===== src/rtl/ad9648_spi_responder.sv =====
// AD9648-style 3-wire SPI responder with a small 8-bit register bank.
// The SPI pins are oversampled on clk_sys_i; nothing else is used as a clock.
module ad9648_spi_responder #(
    parameter int          NumRegs    = 16,
    parameter logic [7:0]  ChipId     = 8'h88,
    parameter int          SyncStages = 2
) (
    input  logic        clk_sys_i,
    input  logic        rst_sys_clk_i,
    input  logic        cs_i,
    input  logic        sck_i,
    input  logic        sdio_i,
    output logic        sdio_o,
    output logic        sdio_t_o,
    output logic        reg_wr_o,
    output logic [12:0] reg_addr_o,
    output logic [7:0]  reg_wdata_o,
    output logic        busy_o,
    output logic        frame_err_o
);

    localparam int          IdxW     = (NumRegs > 1) ? $clog2(NumRegs) : 1;
    localparam logic [12:0] NumRegsA = 13'(NumRegs);
    localparam logic [12:0] ChipAddr = 13'h0001;

    typedef enum logic [2:0] {
        ST_IDLE   = 3'd0,
        ST_HEADER = 3'd1,
        ST_WRITE  = 3'd2,
        ST_READ   = 3'd3,
        ST_DONE   = 3'd4
    } state_e;

    logic [SyncStages-1:0] cs_sync_q, cs_sync_d;
    logic [SyncStages-1:0] sck_sync_q, sck_sync_d;
    logic [SyncStages-1:0] sdio_sync_q, sdio_sync_d;
    logic                  cs_prev_q, cs_prev_d;
    logic                  sck_prev_q, sck_prev_d;

    state_e      state_q, state_d;
    logic [3:0]  bit_cnt_q, bit_cnt_d;
    logic [2:0]  tx_idx_q, tx_idx_d;
    logic [15:0] shift_q, shift_d;
    logic [1:0]  w_q, w_d;
    logic [12:0] addr_q, addr_d;
    logic [1:0]  byte_cnt_q, byte_cnt_d;
    logic [7:0]  tx_byte_q, tx_byte_d;
    logic        last_q, last_d;
    logic        sdio_q, sdio_d;
    logic        sdio_t_q, sdio_t_d;
    logic        reg_wr_q, reg_wr_d;
    logic [12:0] reg_addr_q, reg_addr_d;
    logic [7:0]  reg_wdata_q, reg_wdata_d;
    logic        busy_q, busy_d;
    logic        frame_err_q, frame_err_d;
    logic [7:0]  reg_bank_q [NumRegs];
    logic [7:0]  reg_bank_d [NumRegs];

    logic        cs_s, sck_s, sdio_s;
    logic        cs_fall_s, cs_rise_s, sck_rise_s, sck_fall_s;
    logic [15:0] shift_in_s;
    logic [7:0]  rd_data_s;
    logic        wr_hit_s;

    assign cs_s       = cs_sync_q[SyncStages-1];
    assign sck_s      = sck_sync_q[SyncStages-1];
    assign sdio_s     = sdio_sync_q[SyncStages-1];
    assign cs_fall_s  = cs_prev_q & ~cs_s;
    assign cs_rise_s  = ~cs_prev_q & cs_s;
    assign sck_rise_s = ~sck_prev_q & sck_s;
    assign sck_fall_s = sck_prev_q & ~sck_s;
    assign shift_in_s = {shift_q[14:0], sdio_s};
    assign wr_hit_s   = (addr_q < NumRegsA) && (addr_q != ChipAddr);

    // Read mux: address 1 is the fixed chip ID, out-of-range addresses read zero.
    always_comb begin
        if (addr_q == ChipAddr) begin
            rd_data_s = ChipId;
        end else if (addr_q < NumRegsA) begin
            rd_data_s = reg_bank_q[addr_q[IdxW-1:0]];
        end else begin
            rd_data_s = 8'h00;
        end
    end

    // Next-state logic for synchronizers, frame FSM, register bank and outputs.
    always_comb begin
        cs_sync_d   = {cs_sync_q[SyncStages-2:0], cs_i};
        sck_sync_d  = {sck_sync_q[SyncStages-2:0], sck_i};
        sdio_sync_d = {sdio_sync_q[SyncStages-2:0], sdio_i};
        cs_prev_d   = cs_s;
        sck_prev_d  = sck_s;
        state_d     = state_q;
        bit_cnt_d   = bit_cnt_q;
        tx_idx_d    = tx_idx_q;
        shift_d     = shift_q;
        w_d         = w_q;
        addr_d      = addr_q;
        byte_cnt_d  = byte_cnt_q;
        tx_byte_d   = tx_byte_q;
        last_d      = last_q;
        sdio_d      = sdio_q;
        sdio_t_d    = sdio_t_q;
        reg_wr_d    = 1'b0;
        reg_addr_d  = reg_addr_q;
        reg_wdata_d = reg_wdata_q;
        frame_err_d = 1'b0;
        reg_bank_d  = reg_bank_q;

        if (cs_rise_s) begin
            state_d  = ST_IDLE;
            sdio_t_d = 1'b1;
            sdio_d   = 1'b0;
            last_d   = 1'b0;
            // Only a short header or a byte cut mid-way is a malformed frame.
            case (state_q)
                ST_HEADER:        frame_err_d = 1'b1;
                ST_WRITE, ST_READ: frame_err_d = (bit_cnt_q != 4'd0);
                default:          frame_err_d = 1'b0;
            endcase
        end else if (cs_fall_s) begin
            state_d   = ST_HEADER;
            bit_cnt_d = 4'd0;
            sdio_t_d  = 1'b1;
            sdio_d    = 1'b0;
            last_d    = 1'b0;
        end else begin
            case (state_q)
                ST_HEADER: begin
                    if (sck_rise_s) begin
                        shift_d   = shift_in_s;
                        bit_cnt_d = bit_cnt_q + 4'd1;
                        if (bit_cnt_q == 4'd15) begin
                            w_d        = shift_in_s[14:13];
                            addr_d     = shift_in_s[12:0];
                            byte_cnt_d = 2'd0;
                            tx_idx_d   = 3'd0;
                            last_d     = 1'b0;
                            state_d    = shift_in_s[15] ? ST_READ : ST_WRITE;
                        end else begin
                            state_d = ST_HEADER;
                        end
                    end else begin
                        state_d = ST_HEADER;
                    end
                end
                ST_WRITE: begin
                    if (sck_rise_s) begin
                        shift_d = shift_in_s;
                        if (bit_cnt_q == 4'd7) begin
                            bit_cnt_d   = 4'd0;
                            reg_wr_d    = 1'b1;
                            reg_addr_d  = addr_q;
                            reg_wdata_d = shift_in_s[7:0];
                            if (wr_hit_s) begin
                                reg_bank_d[addr_q[IdxW-1:0]] = shift_in_s[7:0];
                            end else begin
                                reg_bank_d = reg_bank_q;
                            end
                            addr_d     = addr_q - 13'd1;
                            byte_cnt_d = byte_cnt_q + 2'd1;
                            if ((w_q != 2'b11) && (byte_cnt_q == w_q)) begin
                                state_d = ST_DONE;
                            end else begin
                                state_d = ST_WRITE;
                            end
                        end else begin
                            bit_cnt_d = bit_cnt_q + 4'd1;
                        end
                    end else begin
                        state_d = ST_WRITE;
                    end
                end
                ST_READ: begin
                    // Rising edges only track byte alignment; data moves on falling edges.
                    if (sck_rise_s) begin
                        bit_cnt_d = (bit_cnt_q == 4'd7) ? 4'd0 : bit_cnt_q + 4'd1;
                    end else if (sck_fall_s) begin
                        if (last_q) begin
                            sdio_t_d = 1'b1;
                            sdio_d   = 1'b0;
                            last_d   = 1'b0;
                            state_d  = ST_DONE;
                        end else begin
                            sdio_t_d = 1'b0;
                            if (tx_idx_q == 3'd0) begin
                                sdio_d    = rd_data_s[7];
                                tx_byte_d = {rd_data_s[6:0], 1'b0};
                            end else begin
                                sdio_d    = tx_byte_q[7];
                                tx_byte_d = {tx_byte_q[6:0], 1'b0};
                            end
                            tx_idx_d = tx_idx_q + 3'd1;
                            if (tx_idx_q == 3'd7) begin
                                addr_d     = addr_q - 13'd1;
                                byte_cnt_d = byte_cnt_q + 2'd1;
                                last_d     = (w_q != 2'b11) && (byte_cnt_q == w_q);
                            end else begin
                                addr_d = addr_q;
                            end
                        end
                    end else begin
                        state_d = ST_READ;
                    end
                end
                ST_DONE: begin
                    sdio_t_d = 1'b1;
                    state_d  = ST_DONE;
                end
                default: begin
                    sdio_t_d = 1'b1;
                    state_d  = ST_IDLE;
                end
            endcase
        end

        busy_d = (state_d != ST_IDLE);
    end

    // All state, including the register bank, resets synchronously.
    always_ff @(posedge clk_sys_i) begin
        if (rst_sys_clk_i) begin
            cs_sync_q   <= '0;
            sck_sync_q  <= '0;
            sdio_sync_q <= '0;
            cs_prev_q   <= 1'b0;
            sck_prev_q  <= 1'b0;
            state_q     <= ST_IDLE;
            bit_cnt_q   <= 4'd0;
            tx_idx_q    <= 3'd0;
            shift_q     <= 16'h0000;
            w_q         <= 2'b00;
            addr_q      <= 13'h0000;
            byte_cnt_q  <= 2'd0;
            tx_byte_q   <= 8'h00;
            last_q      <= 1'b0;
            sdio_q      <= 1'b0;
            sdio_t_q    <= 1'b1;
            reg_wr_q    <= 1'b0;
            reg_addr_q  <= 13'h0000;
            reg_wdata_q <= 8'h00;
            busy_q      <= 1'b0;
            frame_err_q <= 1'b0;
            reg_bank_q  <= '{default: 8'h00};
        end else begin
            cs_sync_q   <= cs_sync_d;
            sck_sync_q  <= sck_sync_d;
            sdio_sync_q <= sdio_sync_d;
            cs_prev_q   <= cs_prev_d;
            sck_prev_q  <= sck_prev_d;
            state_q     <= state_d;
            bit_cnt_q   <= bit_cnt_d;
            tx_idx_q    <= tx_idx_d;
            shift_q     <= shift_d;
            w_q         <= w_d;
            addr_q      <= addr_d;
            byte_cnt_q  <= byte_cnt_d;
            tx_byte_q   <= tx_byte_d;
            last_q      <= last_d;
            sdio_q      <= sdio_d;
            sdio_t_q    <= sdio_t_d;
            reg_wr_q    <= reg_wr_d;
            reg_addr_q  <= reg_addr_d;
            reg_wdata_q <= reg_wdata_d;
            busy_q      <= busy_d;
            frame_err_q <= frame_err_d;
            reg_bank_q  <= reg_bank_d;
        end
    end

    assign sdio_o      = sdio_q;
    assign sdio_t_o    = sdio_t_q;
    assign reg_wr_o    = reg_wr_q;
    assign reg_addr_o  = reg_addr_q;
    assign reg_wdata_o = reg_wdata_q;
    assign busy_o      = busy_q;
    assign frame_err_o = frame_err_q;

endmodule

===== config.mk =====
export PLATFORM = sky130hd
export DESIGN_NAME = ad9648_spi_responder
export DESIGN_NICKNAME = d
export VERILOG_FILES = /design/src/rtl/ad9648_spi_responder.sv
export SDC_FILE = /design/constraint.sdc
export NUM_CORES = 1
export LEC_CHECK = 0
export CAP_MARGIN = 20
export CORE_MARGIN = 1.5
export CORE_UTILIZATION = 50
export DETAILED_ROUTE_END_ITERATION = 16
export GPL_TIMING_DRIVEN = 0
export PLACE_DENSITY = 0.74
export RECOVER_POWER = 25
export SYNTH_ARGS = -nofsm -noshare
export SYNTH_HDL_FRONTEND = slang
export SYNTH_SLANG_ARGS = --single-unit

===== constraint.sdc =====
create_clock -name clk_sys_i -period 6.4 [get_ports clk_sys_i]
set_clock_uncertainty 0.2 [all_clocks]
set_input_delay 0.64 -clock clk_sys_i [delete_from_list [all_inputs] [get_ports clk_sys_i]]
set_output_delay 0.64 -clock clk_sys_i [all_outputs]
set_load 0.05 [all_outputs]

==> results.yml <==
outcome:
  outcome: "complete, no violations"
yosys:
  synth-xor-area-share_pct: 0.183
  synthCells: 993
  post_synth_num_cell_types: 63
  synthesis.nets: 1010
  largest_family_of_logic_cells_by_synthesized_area: "multiplexers"
  synth_simple_gate_area_share_pct: 20.2
  syn-mean-instance-area_sq_um: 9.67
  synth_edf_count: 0
  ys_warn_count: 0
  synth.largest_area_cell: "sky130_fd_sc_hd__dfxtp_1"
  async_flop_share_pct: 0
  yosys_register_bits: 212
  synth_compound_area_share_pct: 7.86
  syn-cell-area_sq_mm: 0.00960
  synth.area.mux_share_pct: 22.2
  sequential_to_total_area_share_from_yosys_stat_pct: 44.2
  post-synth-top-area-fraction_pct: 44.2
  yosys-top-cells-area: "sky130_fd_sc_hd__dfxtp_1 (44%), sky130_fd_sc_hd__mux2i_1 (15%), sky130_fd_sc_hd__mux4_2 (7.5%), sky130_fd_sc_hd__nor2_1 (6.7%), sky130_fd_sc_hd__nand2_1 (3.8%)"
  dominantRegCellSynth: "sky130_fd_sc_hd__dfxtp_1"
  synth_fa_ha_area_share_pct: 1.56
routing:
  remaining_drc_errors: 0
  drt_pre_antenna_iters: 5
  routed_wirelength_microns: 25800
  route.vias.total: 7535
  viasPerCell: 5.81
  drt-wirelength-per-cell_microns: 19.9
  route.antenna.remaining_nets: 0
  detail_route.iter0.violations: 498
clocking:
  cts_resized: 0
  buffer_count_from_post_cts_setup_fixing: 0
  cts_inserted_buffers: 22
  cts-hold-fix-buffers: 0
  cts.sink_count: 212
  clk_latency_ns: 0.52
  htree_levels: 1
  cts-root-buf: "sky130_fd_sc_hd__clkbuf_16"
  cts_buffer_depth: 3
  clk_pin_slew_ns: 0.06
  cts_tree: "yes"
timing:
  final.period_utilization_pct: 64.3
  final-max-slew-violation-count: 0
  layout_min_cycle_time_ns: 4.12
  finalHoldViolations: 0
  tightestPinTransition_ns: 1.02
  relative_slew_slack_pct: 31.1
  setup_viol_count_final: 0
  max_clock_freq_mhz: 243
  hold-worst-slack_ns: 0.234
  setup_ws_ns: 2.28
  tns_ns: 0
  setup_repair_after_global_routing_missed_its_margin: "no"
cells_and_area:
  postLayoutCoreUtil_pct: 58.0
  net_total_in_the_final_layout: 1064
  num_antenna_cells: 0
  layout_commonest_cell: "sky130_fd_sc_hd__dfxtp_1"
  num-fill-cells: 1634
  fraction_of_final_layout_cells_with_drive_strength_greater_than_1_pct: 9.98
  area.growth.synth_to_final_pct: 13.5
  final_cell_count_no_fill: 1296
  layout_common_cells: "sky130_fd_sc_hd__dfxtp_1 (212), sky130_fd_sc_hd__nor2_1 (171), sky130_fd_sc_hd__mux2i_1 (140)"
power_and_ir_drop:
  irDropWorstVdd_mv: 0.209
  p_leak_nw: 4.74
  power.density_mw_per_mm2: 241
worst_setup_path:
  crit_fanout: 10
  critPathRequiredTime_ns: 6.58
  critical_path.startpoint: "addr_q[1]"
  crit_path_top_delay_cell: "sky130_fd_sc_hd__nor3_1"
  crit_path_start_kind: "flip-flop"
  ff2ff_path_depth: 10
  worstPathCellList: "buf_2 -> buf_2 -> clkbuf_1 -> inv_1 -> ha_1 -> buf_4 -> nor3_1 -> nand4_4 -> mux2i_1 -> nor2_1"
  timing.critical_path.arrival_ns: 4.30
  worstReg2RegStart: "addr_q[1]"
  critical_path.max_stage_delay_ns: 0.72
  criticalPathCategory: "reg2reg"
  setup_slack_on_the_worst_flop_to_flop_path_ns: 2.28
  cpMostUsedCell: "sky130_fd_sc_hd__buf_2"
  cp-end-kind: "flip-flop"
worst_hold_path:
  hold_path_depth: 1
  worstHoldPathType: "reg2reg"
  hold_path_startpoint: "cs_sync_q[0]"
global_route:
  first_global_vias: 7265
  grt_max_degree: 14
  wire_length_of_the_first_global_routing_pass_microns: 40200
  globalRouteOverflowTotal: 0
  grt_antenna_before_repair: 0
  global_route.usage.total_pct: 26.0
floorplan:
  rows: 50
  die_height_microns: 142
  core_area_sq_mm: 0.0188
  initial_core_util_pct: 51.1
  io_pins: 31
  floorplan.die.width_microns: 142
  die-area_sq_mm: 0.0200
placed_design:
  pre_cts_slack_ns: 2.31
  dpl.cell_count: 1257
  routabilityCongestion: 0.929
  place_hpwl_microns: 17700
  placement.io_buffers: 30
run:
  cap_violations: 0
==> final timing paths <==
path,to
max,reg_bank_q[105]
min,cs_sync_q[1]
max reg2reg,reg_bank_q[105]
min reg2reg,cs_sync_q[1]
==> metrics by stage <==
stage	instance area (sq um)	power (mW)
5_1_grt	10900	2.70
3_5_place_dp	10200	1.40
4_1_cts	10900	2.64
2_1_floorplan	9600	1.38
6_report	10900	2.63
3_3_place_gp	10200	1.40
==> registers in the layout (all words and copies together), names as in the netlist, 3 cells and up <==
signal	cells
tx_idx_q	3
tx_byte_q	7
bit_cnt_q	4
reg_wdata_o	8
addr_q	13
reg_bank_q	128
state_q	3
reg_addr_o	13
shift_q	15
==> cell usage after synthesis (5+ instances only) <==
cell type,count
sky130_fd_sc_hd__dfxtp_1,212
sky130_fd_sc_hd__nor2_1,171
sky130_fd_sc_hd__mux2i_1,140
sky130_fd_sc_hd__nand2_1,96
sky130_fd_sc_hd__a21oi_1,58
sky130_fd_sc_hd__clkbuf_1,58
sky130_fd_sc_hd__mux4_2,32
sky130_fd_sc_hd__o21ai_0,24
sky130_fd_sc_hd__nor2b_1,21
sky130_fd_sc_hd__inv_1,15
sky130_fd_sc_hd__nor3_1,15
sky130_fd_sc_hd__ha_1,12
sky130_fd_sc_hd__nand3_1,10
sky130_fd_sc_hd__nand4_4,10
sky130_fd_sc_hd__nand2b_1,9
sky130_fd_sc_hd__buf_2,8
sky130_fd_sc_hd__a211oi_1,7
sky130_fd_sc_hd__a221oi_1,6
sky130_fd_sc_hd__nor4_1,6
sky130_fd_sc_hd__a21o_1,5
sky130_fd_sc_hd__nand3b_1,5
sky130_fd_sc_hd__or3_1,5
==> layout make-up <==
type	count	area [sq um]	area share (%)
Timing Repair Buffer	30	300	2.76
Multi-Input combinational cell	692	5000	45.9
Clock inverter	7	73.8	0.678
Clock buffer	32	628	5.77
Sequential cell	212	4240	39.0
Inverter	15	56.3	0.517
Buffer	74	300	2.76
Tap cell	234	293	2.69
==> metal layers <==
layer	vias to the layer above	wire, microns	global-route usage [%]	share of wire [%]
met2	255	11900	42.1	46
met5	-	69	2.76	0.27
li1	3589	-	-	-
met4	2	826	9.12	3.2
met1	3635	11300	34.9	44
met3	54	1670	4.39	6.5
==> power breakdown <==
group | leakage [nW] | switching, mW | total [mW] | internal (mW)
combinational | 2.69 | 0.0403 | 0.0509 | 0.0107
clock | 0.344 | 0.532 | 1.25 | 0.723
sequential | 1.71 | 0.00144 | 1.32 | 1.32
total | 4.74 | 0.574 | 2.63 | 2.06
==> logic make-up after synthesis <==
| family | count (synthesis) |
|---|---|
| flip-flops | 212 |
| XOR/XNOR | 2 |
| AND/OR/NAND/NOR | 382 |
| adder cells (fa/ha/maj) | 12 |
| buffers and inverters | 89 |
| multiplexers | 173 |
| AO/OA/AOI/OAI | 123 |
==> critical path, delay by kind of cell, from the launching register on <==
kind / cells / cell delay [ns]
fa+ha+maj: 1 / 0.24
flops: 1 / 0.35
mux: 1 / 0.25
simple gates: 3 / 1.13
buf+inv: 5 / 1.78
Power figures use the tool's default switching activity.
